<file path="src/rtl/mem_pkg.sv">
// Shared types and defaults for the memory responder.
// Holds FSM encoding, operation kind and wait-counter sizing.
package mem_pkg;

    localparam int ADDR_W_DEF      = 8;
    localparam int DATA_W_DEF      = 16;
    localparam int WAIT_STATES_DEF = 2;
    localparam int CNT_W           = 4;

    typedef enum logic [1:0] {
        ST_IDLE,
        ST_WAIT,
        ST_ACCESS,
        ST_DONE
    } state_t;

    typedef enum logic {
        OP_RD,
        OP_WR
    } op_t;

    // Counter reload value; zero when no wait cycles are configured.
    function automatic logic [CNT_W-1:0] wait_load(input int ws);
        return (ws > 0) ? CNT_W'(ws - 1) : '0;
    endfunction

endpackage

</file>
<file path="src/rtl/memory_responder_if.sv">
// Request/response bus between a requester and the memory responder.
// The master drives requests; the slave answers with status and data.
interface memory_responder_if
    import mem_pkg::*;
#(
    parameter int ADDR_W = ADDR_W_DEF,
    parameter int DATA_W = DATA_W_DEF
);

    logic [ADDR_W-1:0] MEM_addr;
    logic [DATA_W-1:0] MEM_data_in;
    logic              MEM_rd_req;
    logic              MEM_wr_req;
    logic              MEM_ready;
    logic              MEM_busy;
    logic              MEM_done;
    logic [DATA_W-1:0] MEM_data_out;
    logic              MEM_err;

    modport master (
        output MEM_addr,
        output MEM_data_in,
        output MEM_rd_req,
        output MEM_wr_req,
        input  MEM_ready,
        input  MEM_busy,
        input  MEM_done,
        input  MEM_data_out,
        input  MEM_err
    );

    modport slave (
        input  MEM_addr,
        input  MEM_data_in,
        input  MEM_rd_req,
        input  MEM_wr_req,
        output MEM_ready,
        output MEM_busy,
        output MEM_done,
        output MEM_data_out,
        output MEM_err
    );

endinterface

</file>
<file path="src/rtl/memory_array.sv">
// Single-port word storage: synchronous write, registered read, no reset.
module memory_array #(
    parameter int ADDR_W = 8,
    parameter int DATA_W = 16
) (
    input  logic              clk,
    input  logic              we,
    input  logic [ADDR_W-1:0] addr,
    input  logic [DATA_W-1:0] wr_data,
    output logic [DATA_W-1:0] rd_data
);

    logic [DATA_W-1:0] mem [2**ADDR_W];

    always_ff @(posedge clk) begin
        if (we) begin
            mem[addr] <= wr_data;
        end
        rd_data <= mem[addr];
    end

endmodule

</file>
<file path="src/rtl/memory_responder.sv">
// Wait-state memory responder: latches one request, stalls, accesses,
// then pulses done. Outputs are registered alongside the FSM state.
module memory_responder
    import mem_pkg::*;
#(
    parameter int ADDR_W      = ADDR_W_DEF,
    parameter int DATA_W      = DATA_W_DEF,
    parameter int WAIT_STATES = WAIT_STATES_DEF
) (
    input  logic               MEM_clk,
    input  logic               MEM_rst,
    memory_responder_if.slave  bus
);

    localparam bit              HAS_WAIT = (WAIT_STATES > 0);
    localparam logic [CNT_W-1:0] CNT_LOAD = wait_load(WAIT_STATES);

    state_t            state;
    op_t               op;
    logic [ADDR_W-1:0] addr_q;
    logic [DATA_W-1:0] data_q;
    logic [CNT_W-1:0]  cnt;

    logic              ready;
    logic              busy;
    logic              done;
    logic              err;
    logic [DATA_W-1:0] data_out;

    logic              rd;
    logic              wr;
    logic [ADDR_W-1:0] arr_addr;
    logic              arr_we;
    logic [DATA_W-1:0] arr_rd_data;

    assign rd = bus.MEM_rd_req;
    assign wr = bus.MEM_wr_req;

    // In IDLE the array looks at the live address so a zero-wait read
    // already has its word registered when ACCESS begins.
    assign arr_addr = (state == ST_IDLE) ? bus.MEM_addr : addr_q;
    assign arr_we   = (state == ST_ACCESS) && (op == OP_WR) && !MEM_rst;

    memory_array #(
        .ADDR_W (ADDR_W),
        .DATA_W (DATA_W)
    ) u_array (
        .clk     (MEM_clk),
        .we      (arr_we),
        .addr    (arr_addr),
        .wr_data (data_q),
        .rd_data (arr_rd_data)
    );

    always_ff @(posedge MEM_clk) begin
        if (MEM_rst) begin
            state    <= ST_IDLE;
            op       <= OP_RD;
            addr_q   <= '0;
            data_q   <= '0;
            cnt      <= '0;
            ready    <= 1'b1;
            busy     <= 1'b0;
            done     <= 1'b0;
            err      <= 1'b0;
            data_out <= '0;
        end else begin
            done <= 1'b0;
            err  <= 1'b0;
            unique case (state)
                ST_IDLE: begin
                    if (rd ^ wr) begin
                        op     <= wr ? OP_WR : OP_RD;
                        addr_q <= bus.MEM_addr;
                        data_q <= bus.MEM_data_in;
                        ready  <= 1'b0;
                        busy   <= 1'b1;
                        if (HAS_WAIT) begin
                            state <= ST_WAIT;
                            cnt   <= CNT_LOAD;
                        end else begin
                            state <= ST_ACCESS;
                        end
                    end else if (rd && wr) begin
                        err <= 1'b1;
                    end
                end
                ST_WAIT: begin
                    if (cnt == '0) begin
                        state <= ST_ACCESS;
                    end else begin
                        cnt <= cnt - CNT_W'(1);
                    end
                end
                ST_ACCESS: begin
                    if (op == OP_RD) begin
                        data_out <= arr_rd_data;
                    end
                    state <= ST_DONE;
                    done  <= 1'b1;
                end
                ST_DONE: begin
                    state <= ST_IDLE;
                    ready <= 1'b1;
                    busy  <= 1'b0;
                end
            endcase
        end
    end

    assign bus.MEM_ready    = ready;
    assign bus.MEM_busy     = busy;
    assign bus.MEM_done     = done;
    assign bus.MEM_err      = err;
    assign bus.MEM_data_out = data_out;

endmodule
</file>
<file path="src/flat_wrapper.sv">
// flat-port wrapper written by rule: the top's interface ports become plain ports
module memory_responder_flat import mem_pkg::*;
#(
    parameter int ADDR_W      = ADDR_W_DEF,
    parameter int DATA_W      = DATA_W_DEF,
    parameter int WAIT_STATES = WAIT_STATES_DEF
)
  (MEM_clk, MEM_rst, bus_MEM_addr, bus_MEM_data_in, bus_MEM_rd_req, bus_MEM_wr_req, bus_MEM_ready, bus_MEM_busy, bus_MEM_done, bus_MEM_data_out, bus_MEM_err);
  memory_responder_if #(.ADDR_W(ADDR_W), .DATA_W(DATA_W)) bus_i ();
  input  logic MEM_clk;
  input  logic MEM_rst;
  input wire logic [$bits(bus_i.MEM_addr)-1:0] bus_MEM_addr;
  input wire logic [$bits(bus_i.MEM_data_in)-1:0] bus_MEM_data_in;
  input wire logic [$bits(bus_i.MEM_rd_req)-1:0] bus_MEM_rd_req;
  input wire logic [$bits(bus_i.MEM_wr_req)-1:0] bus_MEM_wr_req;
  output wire logic [$bits(bus_i.MEM_ready)-1:0] bus_MEM_ready;
  output wire logic [$bits(bus_i.MEM_busy)-1:0] bus_MEM_busy;
  output wire logic [$bits(bus_i.MEM_done)-1:0] bus_MEM_done;
  output wire logic [$bits(bus_i.MEM_data_out)-1:0] bus_MEM_data_out;
  output wire logic [$bits(bus_i.MEM_err)-1:0] bus_MEM_err;
  assign bus_i.MEM_addr = bus_MEM_addr;
  assign bus_i.MEM_data_in = bus_MEM_data_in;
  assign bus_i.MEM_rd_req = bus_MEM_rd_req;
  assign bus_i.MEM_wr_req = bus_MEM_wr_req;
  assign bus_MEM_ready = bus_i.MEM_ready;
  assign bus_MEM_busy = bus_i.MEM_busy;
  assign bus_MEM_done = bus_i.MEM_done;
  assign bus_MEM_data_out = bus_i.MEM_data_out;
  assign bus_MEM_err = bus_i.MEM_err;
  memory_responder #(.ADDR_W(ADDR_W), .DATA_W(DATA_W), .WAIT_STATES(WAIT_STATES)) u_core (.MEM_clk(MEM_clk), .MEM_rst(MEM_rst), .bus(bus_i));
endmodule
</file>
<file path="config.mk">
export PLATFORM = sky130hd
export DESIGN_NAME = memory_responder_flat
export DESIGN_NICKNAME = d
export VERILOG_FILES = /design/src/rtl/mem_pkg.sv /design/src/rtl/memory_responder_if.sv /design/src/rtl/memory_array.sv /design/src/rtl/memory_responder.sv /design/src/flat_wrapper.sv
export SDC_FILE = /design/constraint.sdc
export NUM_CORES = 2
export LEC_CHECK = 0
export CORE_MARGIN = 5
export CORE_UTILIZATION = 63
export CTS_CLUSTER_SIZE = 24
export DETAILED_ROUTE_END_ITERATION = 8
export PLACE_DENSITY = 0.79
export SLEW_MARGIN = 25
export SYNTH_ARGS = -nofsm -noshare
export SYNTH_HDL_FRONTEND = slang
export SYNTH_HIERARCHICAL = 1
export SYNTH_SLANG_ARGS = --single-unit
</file>
<file path="constraint.sdc">
create_clock -name MEM_clk -period 4.65 [get_ports MEM_clk]
set_input_delay 0.6975 -clock MEM_clk [delete_from_list [all_inputs] [get_ports MEM_clk]]
set_output_delay 0.6975 -clock MEM_clk [all_outputs]
set_load 0.05 [all_outputs]
</file>
* Word level (Yosys, flattened, before mapping)
Memories as Yosys holds them, arrays and structs flattened. A register that Yosys moved wholly into a read port is not among the register bits.
Index checks and enable logic that the tools add are counted.
** Cells by class
- Add/sub/neg operators :: 1
- $mul :: 0
- Div/mod/pow operators :: 0
- Order comparisons :: 0
- Eq/ne operators :: 6
- Shift-type cells :: 0
- Multiplexer cells :: 16
- Bitwise logic cells :: 3
- Reductions and logical operators :: 14
** Operators with widths (number)
- 2-to-1 mux 4 bit :: 2
- 2-to-1 mux 8 bit :: 1
- one-hot mux 2 bit (4 select lines) :: 1
- one-hot mux 4 bit (2 select lines) :: 1
- AND reduction 2 bit :: 4
- 2-to-1 mux 1 bit :: 7
- equality test 2 bit (second input constant) :: 2
- zero test 4 bit :: 1
- 2-to-1 mux 2 bit :: 2
- inequality test 2 bit (second input constant) :: 2
- one-hot mux 1 bit (2 select lines) :: 2
- nonzero test 2 bit :: 2
- subtractor 4 x 1 -> 4 bit (second input constant) :: 1
- logical AND 1 bit :: 3
- AND reduction 3 bit :: 1
- OR reduction 3 bit :: 1
- equality test 2 x 1 -> 1 bit (second input constant) :: 1
- zero test 2 bit :: 1
- inequality test 2 x 1 -> 1 bit (second input constant) :: 1
- inverter 1 bit :: 2
- zero test 1 bit :: 1
- XOR 1 bit :: 1
** Storage, ports and cells
- Register bits :: 51
- Latch bits :: 0
- Memory bits (writable) :: 4096
- ROM bits :: 0
- Memories kept :: 1
** Memories
- u_core.u_array.mem :: words 256, width 16, rd ports 1, clocked after Yosys merged registers in 1, write ports 1, RTL line memory_array.sv:13 : logic [DATA_W-1:0] mem [2**ADDR_W];

* Longest topological paths before layout
- Depth in word-level cells :: 5
- Gate-level depth with buffers :: 14
- Mapped depth without buffers :: 8

* By module
Netlist, hierarchy kept.
** By module, submodules not included
- memory_array :: times used 1, cells each 6727, area an instance 155399.0 um^2, sequential area each 123318.3 um^2
- memory_responder :: times used 1, cells each 250, area an instance 2072.0 um^2, sequential area each 1021.0 um^2

* Least setup slack after synthesis
OpenSTA, ideal clock, no wires.
- Path type :: reg2reg
- Start :: register u_core.data_q[0]
- End :: memory u_core.u_array.mem[0][0], data pin
- Library setup time :: 0.856 ns
- Arrival time :: 3.397 ns
- Data required time :: 3.794 ns
- Path slack :: 0.397 ns
- Cell stages (with the launch flop) :: 1
- Path through :: dfxtp_1
** RTL lines
- start, declared :: RTL line memory_responder.sv:21 : logic [DATA_W-1:0] data_q;
- start signal, assigned :: RTL line memory_responder.sv:75 : data_q <= bus.MEM_data_in;
- end, declared :: RTL line memory_array.sv:13
Straight into the memory's write port.

* Worst setup path in the final report
- Start :: register u_core.state[0]
- End :: register u_core.u_array.rd_data[3] (read register of u_core.u_array.mem)
** On the way
- Cells in the longest elaborated chain, start to end :: 2
** Ends and longest elaborated chain
- start, declared :: RTL line memory_responder.sv:18 : state_t state;
- start signal, assigned :: RTL line memory_responder.sv:57 : state <= ST_IDLE;
- start signal, assigned :: RTL line memory_responder.sv:79 : state <= ST_WAIT;
- start signal, assigned :: RTL line memory_responder.sv:82 : state <= ST_ACCESS;
- zero test 2 bit :: RTL line memory_responder.sv:41 : assign arr_addr = (state == ST_IDLE) ? bus.MEM_addr : addr_q;
- 2-to-1 mux 8 bit :: RTL line memory_responder.sv:41
- named net u_core.arr_addr[1] :: RTL line memory_responder.sv:32 : logic [ADDR_W-1:0] arr_addr;
- end, declared :: RTL line memory_array.sv:10 : output logic [DATA_W-1:0] rd_data
The timed path passes the listed nets, and every way through them passes these cells.
A chain may end at the register's enable or synchronous reset.

==> impl_metrics.toml <==
[outcome]
status = "complete, no violations"

[yosys]
syn-cell-area_sq_um = 157000
ys_seq_elements = 4163
synthCells = 6977
synth_async_sr_flop_share_pct = 0
synth_flop_cell = "edfxtp_1"
ys_types = 42
yosysSeqAreaShare_pct = 79.0
synth_edf_count = 4096
syn-num-nets = 7011
syn_avg_cell_area_sq_um = 22.6
yosysWarnings = 6

[final_layout]
fin_nets = 7659
layout.cells.non_filler = 11302
fin_util_pct = 72.2
fin_area_sq_um = 180000
final_common_cell = "edfxtp_1"
layout_common_cells = "4,096 x edfxtp_1, 1,024 x mux4_2, 543 x buf_4"
drive_gt1_share_pct = 29.2
syn2layout_area_growth_pct = 14.0

[place]
placed_cell_area_sq_um = 166000
port_buffers = 47
dp_slack_ns = -0.453
post-place-cells = 10539
hpwlAfterDp_microns = 233000
gp_congestion = 0.900

[critical_path]
crit_type = "register to register"
cp_max_fo = 57
critPathSlowestCell = "o41ai_2"
crit_path_start_kind = "register"
crit_required_ns = 5.49
path_common_cell = "buf_12"
cp_cell_sequence = "inv_1 > ha_4 > buf_4 > mux2_8 > buf_12 > buf_12 > buf_12 > mux4_2 > a22oi_1 > a21oi_1 > o41ai_2 > buf_4 > nand4_1"
cpPeakStageDelay_ns = 0.61
crit_arrival_ns = 5.41
cp-end-kind = "register"

[drt]
drc = 0
viasPerCell = 7.37
avgRoutedWirePerCell_microns = 39.1
via_count = 83331
drtAntennaViolNets = 0
drt_iter0_drc = 15686
drtPass1Iterations = 9
wirelength_microns = 441000

[timing]
finalCritPeriodShare_pct = 98.4
hold_slack_ns = 0.255
layout_min_cycle_time_ns = 4.58
hold_viol_final = 0
worst_pin_slew_ns = 1.21
rsz0062_at_grt = "false"
slew_headroom_pct = 19.3
slew_violations = 0
finalSetupViolCount = 0
fin_skew_ns = 0.0618
max_freq_mhz = 219
setup_slack_ns = 0.0738

[pwr]
ir_drop_v = 0.000416
p_leak_nw = 56.1
power.density_nw_per_um2 = 582

[floorplan]
die_h_microns = 510
io_pins = 48
design.core.area_sq_um = 249000
die_w_microns = 510
start_util_pct = 63.3
row_count = 183
dieArea_sq_um = 260000

[clock_network]
insertion_delay_ns = 1.02
h-tree-depth = 5
cts_tree = "built"
clkSlewWorstSetupHoldPaths_ns = 0.06
numCtsBuffers = 408
cts_buffer_depth = 4
postCtsSetupBuffers = 0
cts_num_sinks = 4163
cts-root-buf = "clkbuf_16"

[global_route]
grt-ovfl-total = 0
first_global_vias = 83048
grt_usage_pct = 33.9
grt_max_degree = 209
antenna_found_initial = 13
grt_pass1_wl_microns = 621000

[min_path]
hold_path.class = "input pin to register"

[job]
maxCapViolCount = 0
==> final cells by class <==
class | count | area, sq um
Inverter | 6 | 22.5
Multi-Input combinational cell | 2371 | 31600
Antenna cell | 27 | 67.6
Timing Repair Buffer | 675 | 6260
Fill cell | 12796 | 69100
Tap cell | 3330 | 4170
Clock inverter | 210 | 2090
Sequential cell | 4163 | 124000
Clock buffer | 520 | 10900
==> power by group <==
part | total [W] | internal (W) | switching, W
clock | 0.0327 | 0.0187 | 0.0139
sequential | 0.0437 | 0.0431 | 0.000641
combinational | 0.0282 | 0.0107 | 0.0174
==> flip-flops by register name, indices dropped and copies added, names as in the netlist, 2 cells and up <==
register                 cells
u_core/data_q               16
u_core/bus.MEM_data_out     16
u_core/state                 2
u_core/cnt                   4
u_core/u_array/rd_data      16
u_core/u_array/mem        4096
u_core/addr_q                8
==> path summary, 6_finish.rpt <==
kind / from / end / slack, ns / depth (start not counted)
worst max register to register: u_core/state[0] / u_core/u_array/rd_data[3] / 0.07 / 13
worst max-delay path: u_core/state[0] / u_core/u_array/rd_data[3] / 0.07 / 13
worst min register to register: u_core/u_array/rd_data[7] / u_core/bus.MEM_data_out[7] / 0.44 / 2
worst min-delay path: bus_MEM_data_in[10] / u_core/data_q[10] / 0.26 / 3
==> per-layer routing <==
metal | vias up | track usage (%) | wire length, microns | share of wire (%)
met5 | - | 0 | 33 | 0.0075
met4 | 6 | 17.2 | 28900 | 6.6
met3 | 1519 | 9.29 | 63700 | 14
met2 | 8125 | 52.6 | 210000 | 48
met1 | 42539 | 45.4 | 139000 | 31
li1 | 31142 | - | - | -
==> worst max-delay path, delay by kind of cell, from the launching register on <==
family,cells,cell delay (ns)
and+or+nand+nor,1,0.12
muxes,2,0.77
adders and majority gates,1,0.38
DFF,1,0.34
AOI/OAI and AO/OA,3,1.25
buffers and inverters,6,1.41
==> kinds of logic after synthesis <==
group	count (synthesis)	synth area share, %
muxes	1034	14.7
adders and majority gates	6	0.0477
DFF	4163	79.0
and+or+nand+nor	443	1.19
AOI/OAI and AO/OA	887	3.81
buffers and inverters	444	1.28
==> repair_timing <==
action | in CTS | in global routing
gates resized for setup | 6 | 11
gates cloned | 0 | 1
hold buffers | 1 | 0
setup endpoints to repair | 6 | 11
endpoints found under the hold margin | 1 | 0
==> stage by stage <==
stage | TNS (ns) | power, W
2_1_floorplan | 0 | 0.0609
4_1_cts | 0 | 0.104
5_1_grt | 0 | 0.107
3_5_place_dp | -3.08 | 0.0709
6_report | 0 | 0.105
3_3_place_gp | -6.41 | 0.0702
==> synth_stat cells (all sizes together), types with 2 or more instances <==
cell type	count	area [sq um]
clkbuf	260	976
nor2b	10	62.6
and2	6	37.5
mux2	8	90.1
mux2i	2	20.0
edfxtp	4096	123000
mux4	1024	23100
nand4	17	106
nand2b	10	62.6
ha	6	75.1
dfxtp	67	1340
a21oi	300	1500
nor2	233	875
nor3	31	155
inv	6	22.5
nor3b	2	15.0
a22oi	512	3840
buf	178	1020
nand3	14	70.1
or2	2	12.5
a211oi	2	15.0
nand2	111	417
o41ai	64	561
Power figures use the tool's default switching activity.
